File: src/rtl/pc_sequencer_if.sv
// Signal bundle between the PC sequencer, instruction memory and decode/control.
// The master side is the sequencer; the slave side is the memory/decode environment.
interface pc_sequencer_if #(
  parameter int ADDR_W = 32
);
  logic              start;
  logic              imem_req;
  logic [ADDR_W-1:0] imem_addr;
  logic              imem_ack;
  logic              instr_valid;
  logic              branch;
  logic              zero;
  logic              jump;
  logic              jr;
  logic [ADDR_W-1:0] imm_ext;
  logic [25:0]       jidx;
  logic [ADDR_W-1:0] rs_val;
  logic              halt;
  logic [ADDR_W-1:0] pc;
  logic [ADDR_W-1:0] pc_plus4;
  logic              misalign;
  logic              busy;

  modport master (
    input  start, imem_ack, branch, zero, jump, jr, imm_ext, jidx, rs_val, halt,
    output imem_req, imem_addr, instr_valid, pc, pc_plus4, misalign, busy
  );

  modport slave (
    output start, imem_ack, branch, zero, jump, jr, imm_ext, jidx, rs_val, halt,
    input  imem_req, imem_addr, instr_valid, pc, pc_plus4, misalign, busy
  );
endinterface

File: src/rtl/pc_sequencer.sv
// Fetch/next-PC controller: owns the PC and runs a fetch/execute handshake
// against a variable-latency instruction memory.
module pc_sequencer #(
  parameter int                ADDR_W       = 32,
  parameter logic [ADDR_W-1:0] RESET_VECTOR = ADDR_W'(32'h0000_0000)
) (
  input  logic              clk,
  input  logic              rst_n,
  pc_sequencer_if.master    bus
);

  typedef enum logic [1:0] {
    IDLE  = 2'b00,
    FETCH = 2'b01,
    EXEC  = 2'b10,
    HALT  = 2'b11
  } state_t;

  state_t            state_q, state_d;
  logic [ADDR_W-1:0] pc_q, pc_d;
  logic              misalign_q, misalign_d;

  logic [ADDR_W-1:0] pc_plus4;
  logic [ADDR_W-1:0] next_pc;
  logic              jr_misaligned;

  assign pc_plus4      = pc_q + ADDR_W'(4);
  assign jr_misaligned = bus.jr && (bus.rs_val[1:0] != 2'b00);

  always_comb begin
    next_pc = pc_plus4;
    if (bus.jr) begin
      next_pc = bus.rs_val;
    end else if (bus.jump) begin
      next_pc = {pc_plus4[ADDR_W-1:28], bus.jidx, 2'b00};
    end else if (bus.branch && bus.zero) begin
      next_pc = pc_plus4 + (bus.imm_ext << 2);
    end
  end

  always_ff @(posedge clk or negedge rst_n) begin
    if (!rst_n) begin
      state_q    <= IDLE;
      pc_q       <= RESET_VECTOR;
      misalign_q <= 1'b0;
    end else begin
      state_q    <= state_d;
      pc_q       <= pc_d;
      misalign_q <= misalign_d;
    end
  end

  // A misaligned jr leaves pc untouched and parks in HALT regardless of halt.
  always_comb begin
    state_d    = state_q;
    pc_d       = pc_q;
    misalign_d = misalign_q;
    unique case (state_q)
      IDLE: begin
        if (bus.start) state_d = FETCH;
      end
      FETCH: begin
        if (bus.imem_ack) state_d = EXEC;
      end
      EXEC: begin
        if (jr_misaligned) begin
          misalign_d = 1'b1;
          state_d    = HALT;
        end else begin
          pc_d    = next_pc;
          state_d = bus.halt ? HALT : FETCH;
        end
      end
      HALT: begin
        state_d = HALT;
      end
      default: begin
        state_d = IDLE;
      end
    endcase
  end

  assign bus.imem_req    = (state_q == FETCH);
  assign bus.instr_valid = (state_q == EXEC);
  assign bus.busy        = (state_q == FETCH) || (state_q == EXEC);
  assign bus.imem_addr   = pc_q;
  assign bus.pc          = pc_q;
  assign bus.pc_plus4    = pc_plus4;
  assign bus.misalign    = misalign_q;

endmodule

File: src/flat_wrapper.sv
// flat-port wrapper written by rule: the top's interface ports become plain ports
module pc_sequencer_flat 
#(
  parameter int                ADDR_W       = 32,
  parameter logic [ADDR_W-1:0] RESET_VECTOR = ADDR_W'(32'h0000_0000)
)
  (clk, rst_n, bus_start, bus_imem_ack, bus_branch, bus_zero, bus_jump, bus_jr, bus_imm_ext, bus_jidx, bus_rs_val, bus_halt, bus_imem_req, bus_imem_addr, bus_instr_valid, bus_pc, bus_pc_plus4, bus_misalign, bus_busy);
  pc_sequencer_if #(.ADDR_W(ADDR_W)) bus_i ();
  input  logic clk;
  input  logic rst_n;
  input wire logic [$bits(bus_i.start)-1:0] bus_start;
  input wire logic [$bits(bus_i.imem_ack)-1:0] bus_imem_ack;
  input wire logic [$bits(bus_i.branch)-1:0] bus_branch;
  input wire logic [$bits(bus_i.zero)-1:0] bus_zero;
  input wire logic [$bits(bus_i.jump)-1:0] bus_jump;
  input wire logic [$bits(bus_i.jr)-1:0] bus_jr;
  input wire logic [$bits(bus_i.imm_ext)-1:0] bus_imm_ext;
  input wire logic [$bits(bus_i.jidx)-1:0] bus_jidx;
  input wire logic [$bits(bus_i.rs_val)-1:0] bus_rs_val;
  input wire logic [$bits(bus_i.halt)-1:0] bus_halt;
  output wire logic [$bits(bus_i.imem_req)-1:0] bus_imem_req;
  output wire logic [$bits(bus_i.imem_addr)-1:0] bus_imem_addr;
  output wire logic [$bits(bus_i.instr_valid)-1:0] bus_instr_valid;
  output wire logic [$bits(bus_i.pc)-1:0] bus_pc;
  output wire logic [$bits(bus_i.pc_plus4)-1:0] bus_pc_plus4;
  output wire logic [$bits(bus_i.misalign)-1:0] bus_misalign;
  output wire logic [$bits(bus_i.busy)-1:0] bus_busy;
  assign bus_i.start = bus_start;
  assign bus_i.imem_ack = bus_imem_ack;
  assign bus_i.branch = bus_branch;
  assign bus_i.zero = bus_zero;
  assign bus_i.jump = bus_jump;
  assign bus_i.jr = bus_jr;
  assign bus_i.imm_ext = bus_imm_ext;
  assign bus_i.jidx = bus_jidx;
  assign bus_i.rs_val = bus_rs_val;
  assign bus_i.halt = bus_halt;
  assign bus_imem_req = bus_i.imem_req;
  assign bus_imem_addr = bus_i.imem_addr;
  assign bus_instr_valid = bus_i.instr_valid;
  assign bus_pc = bus_i.pc;
  assign bus_pc_plus4 = bus_i.pc_plus4;
  assign bus_misalign = bus_i.misalign;
  assign bus_busy = bus_i.busy;
  pc_sequencer #(.ADDR_W(ADDR_W), .RESET_VECTOR(RESET_VECTOR)) u_core (.clk(clk), .rst_n(rst_n), .bus(bus_i));
endmodule
File: config.mk
export PLATFORM = sky130hd
export DESIGN_NAME = pc_sequencer_flat
export DESIGN_NICKNAME = d
export VERILOG_FILES = /design/src/rtl/pc_sequencer_if.sv /design/src/rtl/pc_sequencer.sv /design/src/flat_wrapper.sv
export SDC_FILE = /design/constraint.sdc
export NUM_CORES = 1
export LEC_CHECK = 0
export BUFFER_PORTS_ARGS = -buffer_cell sky130_fd_sc_hd__buf_2
export CELL_PAD_IN_SITES_DETAIL_PLACEMENT = 0
export CELL_PAD_IN_SITES_GLOBAL_PLACEMENT = 1
export CORE_MARGIN = 1.5
export CORE_UTILIZATION = 34
export DETAILED_ROUTE_END_ITERATION = 6
export PLACE_DENSITY = 0.83
export SYNTH_ARGS = -nofsm -noshare
export SYNTH_HDL_FRONTEND = slang
export SYNTH_SLANG_ARGS = --single-unit
File: constraint.sdc
create_clock -name clk -period 4.9 [get_ports clk]
set_input_delay 0.98 -clock clk [delete_from_list [all_inputs] [get_ports clk]]
set_output_delay 0.98 -clock clk [all_outputs]
set_load 0.005 [all_outputs]
==> impl_summary.md <==
Power and ir drop
Total power for the finished layout comes to approximately 0.0033 W. The share of total power dissipated in sequential elements is 0.198. The combinational group share of total power is 0.679. Power spread over the standard cell area amounts to slightly below 600 mW/mm^2. Of the total power, the share spent switching nets is 0.495. Summed over all nets, the switching power comes to about 0.0016 W. The worst supply voltage drop on vdd is roughly 0.00025 V. The internal power component is around 0.0016 W. The share of total power dissipated in the clock network is 0.123. Summed over all cells, the static leakage comes to 2.69 nW.

Worst hold path
The path class of the lowest-slack min-delay path is reg -> reg.

Critical path
The flop-to-flop setup slack is 0.51 ns. For this run, the slowest stage of the critical path takes roughly 0.60 ns. The logic depth of the worst register-to-register path is 14. STA classifies the critical path endpoint as a register. The signal on the critical path passes through nand3_2 > or3_1 > or4_4 > xnor2_1 > ha_1 > and4_1 > a32oi_1 > nand3_1 > or4_1 > o21ai_0 > o21ai_0 > xnor2_1 > a21oi_1 > a2bb2oi_1. For this design, the slowest cell found on the critical path is or4_4. The critical path class is reg -> reg. In this run the worst setup path begins at u_core.bus.imem_addr[7]. Of all nets on the critical path, the largest fanout is 7. Following the worst setup path forward leads to its endpoint at u_core.bus.imem_addr[30]. The reg-to-reg startpoint is u_core.bus.imem_addr[7].

Data on the critical path is required at its endpoint by ~5.1 ns. Data arrives at the worst endpoint at approximately 4.6 ns. The endpoint of the worst-slack reg-to-reg timing path is u_core.bus.imem_addr[30]. STA classifies the critical path startpoint as a register.

Routing
The number of search-and-repair iterations in the first detailed-routing pass is 5. Wires add up to 17.0 mm. The number of DRC violations after detailed routing is 0. The number of DRC violations after detailed-routing iteration 0 is 462. The post-detailed-route wirelength per cell is 18.6 um.

The post-detailed-route via-to-cell ratio is between 5 and 6. The via count is ~5100. In this run the remaining antenna-violating nets after routing total 0.

CTS
Clock-pin slew was measured on the worst setup and hold paths at roughly 0.06 ns. The buffer cell driving the clock tree root is clkbuf_16. CTS saw 35 sinks. The number of buffers inserted for hold repair after clock tree synthesis is 0.

The CTS tree is yes. The number of gates resized after cts is 0. The worst-case clock buffer depth is 2.

The number of buffers inserted during clock tree synthesis is 5. In this run the post-CTS setup repair buffer count came out at 0. The latest clock arrival within the worst-skew pair is ~0.3 ns. The clock tree synthesis step divided the H-tree into 2 levels.

Layout
The finished layout cell area is 0.00548 mm^2. Of the cells placed in the final design, the portion with a size suffix greater than 1 is 0.297. Compared with the post-synthesis result, the final layout area differs by 22.7%. The diode insertion count for antenna repair is 0. Once layout is complete, the utilization of the core stands at 0.431.

The net total in the final layout is around 880.

Synthesis
dfrtp_1 takes more of the synthesized area than any other cell. The top cell type's share of synthesized area is 0.196. The average footprint of a synthesized cell is between 7 and 8 um^2. For this run, the register share of the synthesized area comes to 0.196. Counting flops with a built-in enable in the synthesized netlist gives 0.

The flip-flop cell with the highest count after synthesis is dfrtp_1. The synthesized flop and latch total is 35. Synthesis produced a netlist whose cell count is ~600. In the post-synthesis netlist, the biggest area contributors are dfrtp_1 (20%), ha_1 (11%), a21oi_1 (6.3%), xnor2_1 (6.1%), buf_4 (5.9%). During synthesis, Yosys emitted a total of 0 warnings. The most repeated cell in the gate-level netlist after synthesis is nand2_1. The net count after synthesis is 730.

Summing every instance area after synthesis gives approximately 0.0045 mm^2. In the synthesized netlist the async set-or-reset flop fraction comes to 1.00. The synthesized netlist contains 58 unique library cells.

Counting instances in the post-synthesis netlist gives the leading cell types as nand2_1 (58), nor2_1 (57), a21oi_1 (56).

Timing
The number of slew-limit violations in the final report is 0. The portion of the clock cycle consumed by the worst path in the final layout is 0.897. Setup repair after global routing left no endpoint under its margin. Subtracting the final worst setup slack from the clock period gives 4.39 ns.

The tightest hold path in the finished design has a slack of ~0.48 ns. Timing would allow up to 0.228 GHz. For the final database, setup skew stands at approximately 0.011 ns.

The number of endpoints failing setup at the final stage is 0. Setup total negative slack on the finished layout was measured at 0 ns. The relative slew slack is 0.382.

The slew at the pin closest to its max-slew limit is a little over 0.9 ns. The final number of hold-violating endpoints was 0.

Die
The placeable core region is around 0.013 mm^2. In this run the horizontal extent of the chip is roughly 120 um. The height of the die is ~120 um. The floorplan has about 40 rows.

The initial cell density of the core is 0.351. In this run the count of I/O pins placed on the die edge is between 150 and 200. The die covers between 0.01 and 0.015 mm^2.

Global routing
The overall global routing resource usage is 0.240. Entering global routing, the biggest net connects 43 pins. The initial antenna violation count is 0. The via count of the first global-routing pass is a little under 5000. The wire length of the first global-routing pass is about 26 mm. The remaining global-route overflow is 0.

Run
The count of maximum capacitance violations is 0.

Placed design
The number of buffers added on ports is ~200. The post-place instance area is approximately 0.0053 mm^2. Once detailed placement completed, the half-perimeter wirelength came to 13.2 mm.

At the end of routability-driven placement, the weighted congestion stood at roughly 0.87.

Run status
The flow ran to the end, and the final reports show no timing, DRC or antenna violations.
cell families after synthesis:
kind of cell | share of synthesized area
flip-flops | 0.196
AND/OR/NAND/NOR | 0.205
buffers and inverters | 0.104
multiplexers | 0.00224
adder cells (fa/ha/maj) | 0.119
XOR/XNOR | 0.100
AO/OA/AOI/OAI | 0.274
cell usage in the layout, fill, tap and decap left out, types with 4 or more instances in the layout:
cell type	count
buf_2	196
nand2_1	58
nor2_1	57
a21oi_1	56
ha_1	41
o21ai_0	38
dfrtp_1	35
xnor2_1	31
nand3_1	22
xor2_1	20
a211oi_1	14
o22ai_1	14
inv_1	13
a21o_1	13
and3_1	12
nor3_1	10
nand4_1	10
o211ai_1	10
buf_4	7
o31ai_1	6
a31oi_1	5
clkbuf_16	5
and2_1	4
o21a_1	4
nor2b_1	4
power groups by stage:
stage	clock network (W)	logic [W]	registers (W)
after global placement	0	0.00217	0.000634
after detailed placement	0	0.00219	0.000648
final	0.000401	0.00221	0.000644
after CTS	0.000413	0.00220	0.000643
after global routing	0.000430	0.00245	0.000671
after floorplan	0	0.00158	0.000599
stage by stage:
stage                     worst slack [ns]  cells
final                                0.505    913
after global routing                 0.130    913
after detailed placement             0.566    905
after floorplan                      0.956    589
after global placement               0.629    905
after CTS                            0.533    913
sequential cells by signal, indices dropped and copies added, names as in the netlist:
name                  count
u_core.bus.imem_addr     32
u_core.state_q            2
u_core.bus.misalign       1
layout make-up:
| class | instances | area [um^2] |
|---|---|---|
| Timing Repair Buffer | 203 | 1030 |
| Tap cell | 172 | 215 |
| Fill cell | 1366 | 7240 |
| Clock inverter | 2 | 38.8 |
| Clock buffer | 6 | 139 |
| Multi-Input combinational cell | 481 | 3130 |
| Sequential cell | 35 | 876 |
| Inverter | 14 | 52.6 |
worst min-delay path by stage:
| stage | from | endpoint | slack (ns) | cells after the start |
|---|---|---|---|---|
| after floorplan | u_core.bus.misalign | u_core.bus.misalign | 0.47 | 1 |
| after global placement | u_core.bus.misalign | u_core.bus.misalign | 0.46 | 1 |
| after detailed placement | u_core.bus.misalign | u_core.bus.misalign | 0.47 | 1 |
| after CTS | u_core.bus.misalign | u_core.bus.misalign | 0.48 | 1 |
| after global routing | u_core.bus.misalign | u_core.bus.misalign | 0.50 | 1 |
| final | u_core.bus.misalign | u_core.bus.misalign | 0.48 | 1 |
worst max-delay path, delay by kind of cell (launching register included):
family	cells	cell delay, ns
DFF	1	0.49
adders and majority gates	1	0.34
AOI/OAI and AO/OA	5	0.99
and+or+nand+nor	6	1.99
xor gates and xnor gates	2	0.49
routing by layer:
layer	vias to the layer above	routed length, um	track usage	share of wire
met5	-	0	0	0
met4	0	284	0.0617	0.017
met3	23	1370	0.0504	0.081
met2	240	8240	0.412	0.49
met1	2400	7090	0.306	0.42
li1	2420	-	-	-
No activity file was read; power rests on OpenSTA's default activity.
